**src/rtl/y86_alu.sv**
```systemverilog
// Registered Y86-64 execute-stage ALU with ZF/SF/OF condition codes and jXX/cmovXX condition evaluation.
// Optional ALU_CARRY_EN adds a registered carry/borrow output and a CF condition-code register.
module y86_alu #(
    parameter int WIDTH = 64
) (
    input  logic             clk,
    input  logic             rst_n,
    input  logic             in_valid,
    input  logic [1:0]       alufun,
    input  logic [WIDTH-1:0] a,
    input  logic [WIDTH-1:0] b,
    input  logic             set_cc,
    input  logic [3:0]       cond_fun,
    output logic             out_valid,
    output logic [WIDTH-1:0] result,
    output logic             overflow,
    output logic             zf,
    output logic             sf,
    output logic             of,
`ifdef ALU_CARRY_EN
    output logic             carry,
`endif
    output logic             cnd
);

    // Signed overflow of b + a: operands agree in sign, result does not.
    function automatic logic add_ovf(input logic a_msb, input logic b_msb, input logic r_msb);
        return (a_msb == b_msb) && (r_msb != a_msb);
    endfunction

    // Signed overflow of b - a: operands differ in sign, result sign departs from b.
    function automatic logic sub_ovf(input logic a_msb, input logic b_msb, input logic r_msb);
        return (a_msb != b_msb) && (r_msb != b_msb);
    endfunction

    logic [WIDTH-1:0] sum_s;
    logic [WIDTH-1:0] diff_s;
    logic [WIDTH-1:0] res_s;
    logic             ovf_s;
    logic [WIDTH-1:0] result_r;
    logic             overflow_r;
    logic             out_valid_r;
    logic             zf_r;
    logic             sf_r;
    logic             of_r;
    logic             cnd_s;

`ifdef ALU_CARRY_EN
    logic [WIDTH:0]   sum_wide_s;
    logic [WIDTH:0]   diff_wide_s;
    logic             carry_s;
    logic             carry_r;
    logic             cf_r;

    // Extra top bit captures carry-out on add and borrow on sub.
    assign sum_wide_s  = {1'b0, b} + {1'b0, a};
    assign diff_wide_s = {1'b0, b} - {1'b0, a};
    assign sum_s       = sum_wide_s[WIDTH-1:0];
    assign diff_s      = diff_wide_s[WIDTH-1:0];
`else
    assign sum_s  = b + a;
    assign diff_s = b - a;
`endif

    // Select the operation result and its signed overflow.
    always_comb begin
        res_s = {WIDTH{1'b0}};
        ovf_s = 1'b0;
`ifdef ALU_CARRY_EN
        carry_s = 1'b0;
`endif
        case (alufun)
            2'd0: begin
                res_s = sum_s;
                ovf_s = add_ovf(a[WIDTH-1], b[WIDTH-1], sum_s[WIDTH-1]);
`ifdef ALU_CARRY_EN
                carry_s = sum_wide_s[WIDTH];
`endif
            end
            2'd1: begin
                res_s = diff_s;
                ovf_s = sub_ovf(a[WIDTH-1], b[WIDTH-1], diff_s[WIDTH-1]);
`ifdef ALU_CARRY_EN
                carry_s = diff_wide_s[WIDTH];
`endif
            end
            2'd2: res_s = a & b;
            2'd3: res_s = a ^ b;
            default: res_s = {WIDTH{1'b0}};
        endcase
    end

    // Result and condition-code registers; flags only move on a valid op that requests it.
    always_ff @(posedge clk or negedge rst_n) begin
        if (!rst_n) begin
            result_r    <= {WIDTH{1'b0}};
            overflow_r  <= 1'b0;
            out_valid_r <= 1'b0;
            zf_r        <= 1'b1;
            sf_r        <= 1'b0;
            of_r        <= 1'b0;
`ifdef ALU_CARRY_EN
            carry_r     <= 1'b0;
            cf_r        <= 1'b0;
`endif
        end else begin
            out_valid_r <= in_valid;
            if (in_valid) begin
                result_r   <= res_s;
                overflow_r <= ovf_s;
`ifdef ALU_CARRY_EN
                carry_r    <= carry_s;
`endif
                if (set_cc) begin
                    zf_r <= (res_s == {WIDTH{1'b0}});
                    sf_r <= res_s[WIDTH-1];
                    of_r <= ovf_s;
`ifdef ALU_CARRY_EN
                    cf_r <= carry_s;
`endif
                end
            end
        end
    end

    // Y86 condition decode from the held flags; unused encodings never fire.
    always_comb begin
        cnd_s = 1'b0;
        case (cond_fun)
            4'd0:    cnd_s = 1'b1;
            4'd1:    cnd_s = (sf_r ^ of_r) | zf_r;
            4'd2:    cnd_s = sf_r ^ of_r;
            4'd3:    cnd_s = zf_r;
            4'd4:    cnd_s = ~zf_r;
            4'd5:    cnd_s = ~(sf_r ^ of_r);
            4'd6:    cnd_s = ~(sf_r ^ of_r) & ~zf_r;
            default: cnd_s = 1'b0;
        endcase
    end

    assign result    = result_r;
    assign overflow  = overflow_r;
    assign out_valid = out_valid_r;
    assign zf        = zf_r;
    assign sf        = sf_r;
    assign of        = of_r;
    assign cnd       = cnd_s;
`ifdef ALU_CARRY_EN
    assign carry     = carry_r;
`endif

endmodule

```
**config.mk**
```make
export PLATFORM = sky130hd
export DESIGN_NAME = y86_alu
export DESIGN_NICKNAME = d
export VERILOG_FILES = /design/src/rtl/y86_alu.sv
export SDC_FILE = /design/constraint.sdc
export NUM_CORES = 1
export LEC_CHECK = 0
export CAP_MARGIN = 15
export CORE_UTILIZATION = 57
export CTS_CLUSTER_DIAMETER = 200
export DETAILED_ROUTE_END_ITERATION = 8
export PLACE_DENSITY_LB_ADDON = 0.05
export SYNTH_ARGS = -nofsm -noshare
export SYNTH_HDL_FRONTEND = slang
export SYNTH_SLANG_ARGS = --single-unit
```
**constraint.sdc**
```tcl
create_clock -name clk -period 1.6 [get_ports clk]
set_input_delay 0.4 -clock clk [delete_from_list [all_inputs] [get_ports clk]]
set_output_delay 0.4 -clock clk [all_outputs]
set_load 0.03 [all_outputs]
```
==> results of run 1 <==
## synthesized netlist by cell type, types with 24 or more instances
| cell | n |
|---|---|
| a211oi_1 | 32 |
| a21o_1 | 25 |
| a21oi_1 | 205 |
| a31oi_1 | 24 |
| buf_2 | 24 |
| clkbuf_1 | 78 |
| dfrtp_1 | 68 |
| ha_1 | 128 |
| inv_1 | 133 |
| mux2_2 | 40 |
| mux2i_1 | 46 |
| nand2_1 | 175 |
| nand3_1 | 43 |
| nand4_1 | 42 |
| nor2_1 | 193 |
| nor2b_1 | 32 |
| nor3_1 | 55 |
| nor4_1 | 52 |
| o21ai_0 | 136 |
| o21bai_1 | 27 |
| o31ai_1 | 35 |
| xnor2_1 | 36 |
## kinds of logic after synthesis
kind of cell               after synthesis
xor gates and xnor gates                40
and+or+nand+nor                        700
DFF                                     69
adders and majority gates              130
muxes                                   87
AOI/OAI and AO/OA                      695
buffers and inverters                  267
## stage by stage
stage	hold slack [ps]	std cells	TNS, ps	cell area (µm²)	setup slack [ps]
after global placement	345	3141	-147790	22400	-3340
after floorplan	104	1988	-71970	15000	-2290
after detailed placement	365	3141	-160410	22400	-3730
==> metrics, run 1 <==
status=did not finish; Halt Stage=clock tree synthesis; Tool Error=[ERROR DPL-0038] Utilization greater than 100%, impossible to legalize; Avg Cell Area, Syn=about 7.0 µm²; Clock Tree Root=clkbuf_16; sequential area share after synthesis=12.5%; GPL Wtd Cong=1.23; Initial Util=between 50% and 60%; Hold Buf Count CTS=1; Synth cell types=between 90 and 100; I/O Buffers=around 210; clock sink count=69; cell taking the most area after synthesis=dfrtp_1; compound-cell area share of the yosys netlist=between 30% and 40%; Adder-Cell Fraction of Synth Area=a little under an eighth; fraction of registers with async set/reset=100%; clock buffer count from CTS=9; simple-gate share of the synthesized area=24.9%; IO Count=208; yosys warns=0; Die Y=approximately 160 µm; mux contribution to synthesized area=under 10%; Placement Rows=between 50 and 60; top post-synthesis cells by area=dfrtp_1 12%, ha_1 12%, a21oi_1 7.4%; Synth Cell Area=approximately 14000 µm²; Yosys top cell area share=about 12%; Synth Flop Type=dfrtp_1; dpl hpwl=66900 µm; Synth Instances=1988; #FFs+latches synth=approximately 70; Syn Nets=between 2000 and 2500; Horiz. Die Dim=about 160 µm; XOR/XNOR Fraction of Synth Area=under 10%; number of synthesized flops with an enable pin=0; Post-CTS Setup Bufs=198; clk buf depth=2; H-tree depth=3; largest family of logic cells by synthesized area=compound AO/OA/AOI/OAI gates; post-CTS sizing=1114
==> run 2, diff against run 1 <==
CORE_UTILIZATION = 40   (was 57)
CTS_CLUSTER_DIAMETER = default   (was 200)
PLACE_DENSITY_LB_ADDON = 0.15   (was 0.05)
==> run 2 against run 1 <==
- the flow now finishes, with violations (negative setup slack)
- synthesized area is the same
- synthesized cell count is the same
==> metrics, run 2 <==
status=complete, but fails checks; failing checks=negative setup slack; I/O Buffers=207 (unchanged); cell taking the most area after synthesis=dfrtp_1; initial antenna violation count=1; Setup TNS Final=-97680 ps; drt drc=0; reg2reg path depth=2; footprint of the multi-input gates=14700 µm²; Area Growth Syn to Fin=101%; Nets=about 3300; Sequential Area=1730 µm²; clock latency on the worst-skew pair=390 ps; Antenna Violating Nets Remaining=0; min-delay worst type=primary input to asynchronous set/reset pin; CP arrival=4610 ps; via density per instance=~6.4; Final Hold Viols=0; area of the die=35300 µm²; yosys warns=0 (unchanged); peak supply drop=a little under 0.0008 V; Slew Viols, Final=0; Final Cycle Share=268%; Final Total Pwr=approximately 17 mW; Horiz. Die Dim=188 µm (+19%); Synth Flop Type=dfrtp_1; n_diodes=0; headroom to the max-slew limit=39.1%; Synth Cell Area=13800 µm² (unchanged); FF-to-FF Start=result[24]; vias in the first global route=around 21000; R2R Setup Slk=about 620 ps; top post-synthesis cells by area=dfrtp_1 12%, ha_1 12%, a21oi_1 7.4%; wire per inst=between 20 and 25 µm; most common cell in the netlist=a21oi_1; largest net degree at the start of global routing=70; Post-synth top cells=205 x a21oi_1, 193 x nor2_1, 175 x nand2_1, 136 x o21ai_0, 133 x inv_1; Synth cell types=98 (unchanged); GPL Wtd Cong=1.07 (-13%); most frequent cells in the layout=850 x buf_4, 170 x nor2_1, 154 x nand2_1; clock buffer count from CTS=9 (unchanged); RSZ-0062 raised after global routing=yes; Slew @ Worst Pin=around 910 ps; Core Region=between 30000 and 40000 µm²; Crit. End Element=flop; share of layout cells above drive strength 1=a little over half; Worst setup SP type=primary input; Clock Tree Root=clkbuf_16; dpl hpwl=61000 µm (-8.8%); Initial DRC Count=about 2700; Static Leakage=about 12 nW; first-pass GRT wire length=~120000 µm; Avg Cell Area, Syn=6.96 µm² (unchanged); final WL=roughly 87000 µm; H-tree depth=3 (unchanged); CP Launch Point=b[0]; Crit Path Max Fanout=4; Vias=around 22000; IO Count=208 (unchanged); clk slew on worst S/H paths=80 ps; Worst EP required=around 1900 ps; Max-Cap Viols=0; Placement Rows=67 (+20%); number of synthesized flops with an enable pin=0 (unchanged); CP Class=primary input to flop; # fillers=2087; Yosys top cell area share=12.3% (unchanged); sequential area share after synthesis=12.5% (unchanged); Setup violations, final=70; Critical Path Sink=zf; Syn Nets=2256 (unchanged); Largest register FFs=64; Setup Skew=0 ps; Power Density=between 600 and 700 nW/µm²; final worst path period need=4280 ps; commonest non-fill, non-tap cell in the layout=buf_4; CTS tree=yes; clock sink count=69 (unchanged); Setup WS post-layout=-2680 ps; FF-to-FF End=result[24]; Die Y=188 µm (+19%); fraction of registers with async set/reset=100% (unchanged); Overflow after GRT=0; GRT Util Overall=between 40% and 50%; clk buf depth=2 (unchanged); #FFs+latches synth=69 (unchanged); first-pass iteration count of the detailed router=6; Max Clk Rate=234 MHz; Initial Util=41.0% (-18 points); Synth Instances=1988 (unchanged)
==> run 2: cell counts after synthesis <==
No cell type changed its count.
==> run 2: final cells by class <==
cell class / instances / area share [%]
Timing Repair Buffer: 1200 / 35.8
Multi-Input combinational cell: 1652 / 52.9
Clock inverter: 7 / 0.225
Inverter: 135 / 2.08
Sequential cell: 69 / 6.21
Tap cell: 448 / 2.01
Clock buffer: 9 / 0.809
==> run 2: worst min path at each step <==
stage / cells past startpoint / from / to / slack [ps]
after global routing: 2 / rst_n / result[40] / 390
after global placement: 1 / rst_n / result[53] / 210
after detailed placement: 1 / rst_n / result[53] / 210
after floorplan: 0 / rst_n / of / 100
after CTS: 2 / rst_n / result[53] / 360
final: 2 / rst_n / result[40] / 370
==> run 2: power breakdown <==
group | internal [mW] | switching [mW]
Combinational | 5.95 | 6.81
Clock | 1.09 | 1.12
Sequential | 2.06 | 0.269
==> run 2: cell families after synthesis <==
logic type | share of synthesized area, %
XOR/XNOR | 2.59
multiplexers | 6.74
flip-flops | 12.5
buffers and inverters | 8.15
adder cells (fa/ha/maj) | 11.9
AND/OR/NAND/NOR | 24.9
AO/OA/AOI/OAI | 33.3
==> run 2: per-stage QoR <==
step	util, %	cells	cell area, µm²	setup WS, ps	hold slack (ps)
2_1_floorplan	-	1988	15000	-2290	104
3_3_place_gp	68.1	3333	23000	-3670	209
3_5_place_dp	68.1	3333	23000	-3640	210
4_1_cts	77.1	3451	26000	-2490	357
5_1_grt	82.4	3520	27900	-2890	385
6_report	82.4	3520	27900	-2680	370
==> run 2: worst max-delay path, stage by stage <==
cell and delay (ps):
buf_12 110, buf_6 110, ha_4 170, fa_2 400, a221oi_2 310, buf_4 230, o221ai_4 160, buf_12 170
o2111ai_4 260, nand3_4 100, buf_4 160, buf_6 110, o21ai_4 190, buf_6 140, o21ai_4 60, o2111ai_2 180
o21ai_1 90, nand3b_4 210, or4b_4 570, nor4_4 270, a32o_2 210
==> run 2: layer usage <==
metal  wire (µm)  track usage [%]  vias to the layer above
li1            -                -                     9558
met1       32100             54.1                    10500
met2       38800             73.2                     1729
met3        9130             9.08                      536
met4        6660             25.4                        2
met5          13                0                        -
==> run 2: timing repair <==
action,in CTS,in global routing
gates resized for setup,747,384
endpoints found under the hold margin,4,0
hold buffers,1,0
buffers inserted,108,100
endpoints found under the setup margin,136,82
pin swaps,207,213
Note: power is estimated with default switching activity, not from simulation.
==> run 3, diff against run 2 <==
CORE_ASPECT_RATIO = 0.9   (was default)
CORE_MARGIN = 10   (was default)
CTS_CLUSTER_SIZE = 10   (was default)
==> run 3 against run 2 <==
- the run still ends with negative setup slack left
- critical path depth fell by 1
- register-to-register slack got worse by 20 ps
- die area up 20%
- clock skew stayed put
- combinational power hardly changed
- via count increased by 0.68%
- cell area grew 1.2%
- clock power up 6%
- sequential power barely moved
- maximum frequency up 3.7%
- highest routed layer is now met4
==> metrics, run 3 (synthesized netlist as in run 2, its figures left out) <==
vias in the first global route=21700 (+1.1%); clock sink count=69 (unchanged); most frequent cells in the layout=840 x buf_4, 170 x nor2_1, 162 x nand2_1; min-delay worst type=primary input to asynchronous set/reset pin; Largest register FFs=64 (unchanged); Power Density=629 nW/µm² (+1.3%); GRT Util Overall=37.4% (-7.2 points); n_diodes=0 (unchanged); Final Cycle Share=258% (-9.6 points); FF-to-FF Start=zf; dpl hpwl=63200 µm (+3.5%); Clock Tree Root=clkbuf_16; commonest non-fill, non-tap cell in the layout=buf_4; CP max-delay cell=a2111o_1; Crit. End Element=flop; Setup violations, final=75 (+7.1%); Placement Rows=64 (-4.5%); Initial Util=40.7% (-0.30 points); Worst setup SP type=primary input; failing checks=negative setup slack; clock latency on the worst-skew pair=370 ps (-20 ps); final WL=90200 µm (+4.0%); drt drc=0 (unchanged); Die Y=196 µm (+4.5%); share of layout cells above drive strength 1=55.4% (+0.67 points); I/O Buffers=207 (unchanged); headroom to the max-slew limit=38.2% (-0.97 points); final std cells w/o fill=3522 (+0.057%); status=complete, but fails checks; Slew Viols, Final=0 (unchanged); Vias=22500 (+0.68%); RSZ-0062 raised after global routing=yes; Max-Cap Viols=0 (unchanged); Nets=3323 (-0.36%); Setup Skew=0 ps (unchanged); Core Region=34000 µm² (+0.74%); area of the die=42400 µm² (+20%); Area Growth Syn to Fin=104%; CP delay by family, top=compound AO/OA/AOI/OAI gates; H-tree depth=3 (unchanged); GPL Wtd Cong=1.08 (+0.69%); Max Clk Rate=242 MHz (+3.7%); CP arrival=4430 ps (-180 ps); first-pass iteration count of the detailed router=7 (+1); Static Leakage=12.5 nW (+1.2%); Crit Path Max Fanout=6 (+2); Placed Cells=3349 (+0.48%); Antenna Violating Nets Remaining=0 (unchanged); Slew @ Worst Pin=928 ps (+14.6 ps); CP Buf/Inv Count=6 (-1); via density per instance=6.39 (+0.62%); most frequent CP cell=buf_6; wire per inst=25.6 µm (+4.0%); Worst EP required=1910 ps (-20 ps); Horiz. Die Dim=216 µm (+15%); Final Hold Viols=0 (unchanged); Setup WS post-layout=-2530 ps (+154 ps); worst path cell trace=buf_6 > ha_4 > buf_6 > nor3_4 > a21boi_4 > o211ai_1 > buf_4 > a2111o_1 > buf_6 > a31o_4 > a21o_4 > buf_6 > a21oi_4 > buf_6 > or2_4 > a211oi_4 > xor2_1 > or3_1 > a21oi_2 > mux2_4; clk slew on worst S/H paths=70 ps (about the same); CTS tree=yes; CP Class=primary input to flop; CP peak stage delay=480 ps (-90 ps); Final Total Pwr=17.7 mW (+2.5%); IO Count=208 (unchanged); CP Launch Point=b[4]; final worst path period need=4130 ps (-154 ps); clk buf depth=2 (unchanged); Initial DRC Count=3233 (+22%); clock buffer count from CTS=9 (unchanged); peak supply drop=0.000512 V (-35%); largest net degree at the start of global routing=70 (unchanged); initial antenna violation count=0 (-1); Setup TNS Final=-98620 ps (-939 ps); first-pass GRT wire length=128000 µm (+3.7%); Overflow after GRT=0 (unchanged)
## run 3: area by class of cell
| class | count | area, µm² |
|---|---|---|
| multi-input cells | 1652 | 15000 |
| repair buffers | 1188 | 9970 |
| fillers | 2069 | 5840 |
| flip-flops and latches | 69 | 1730 |
| inverters | 135 | 588 |
| well taps | 462 | 578 |
| clock buffers | 9 | 225 |
| clock inverters | 7 | 78.8 |
## run 3: layer usage
layer	global-route usage, %	share of wire, %	up-vias
li1	-	-	9551
met4	16.9	6.6	0
met3	7.03	11	488
met5	0	0	-
met2	60.8	45	1792
met1	47.4	38	10700
## run 3: worst paths after layout
kind / to / slack, ps / depth (start not counted)
hold / removal: result[52] / 400 / 2
hold reg to reg: result[43] / 500 / 1
setup reg to reg: zf / 600 / 3
min in group clk: result[43] / 500 / 1
setup / recovery: of / -2530 / 20
max in group asynchronous: zf / 630 / 3
## run 3: what timing repair did
item                                    in CTS  in global routing
endpoints found under the setup margin     132                 85
pin swaps                                  193                175
endpoints found under the hold margin        6                  0
resized for setup                          766                374
hold buffers                                 1                  0
setup buffers                              109                 88
## run 3: where the power goes
part / total [mW] / switching, mW / internal (mW)
sequential: 2.34 / 0.281 / 2.06
combinational: 13.0 / 6.97 / 6.07
clock: 2.35 / 1.11 / 1.24
## run 3: stage by stage
step / area (µm²) / utilization (%) / hold WS, ps / setup slack, ps
4_1_cts: 26500 / 77.8 / 389 / -2520
6_report: 28200 / 82.8 / 403 / -2530
2_1_floorplan: 15000 / - / 104 / -2290
5_1_grt: 28200 / 82.8 / 399 / -2700
3_5_place_dp: 23100 / 67.9 / 226 / -3810
3_3_place_gp: 23100 / 67.9 / 224 / -3790
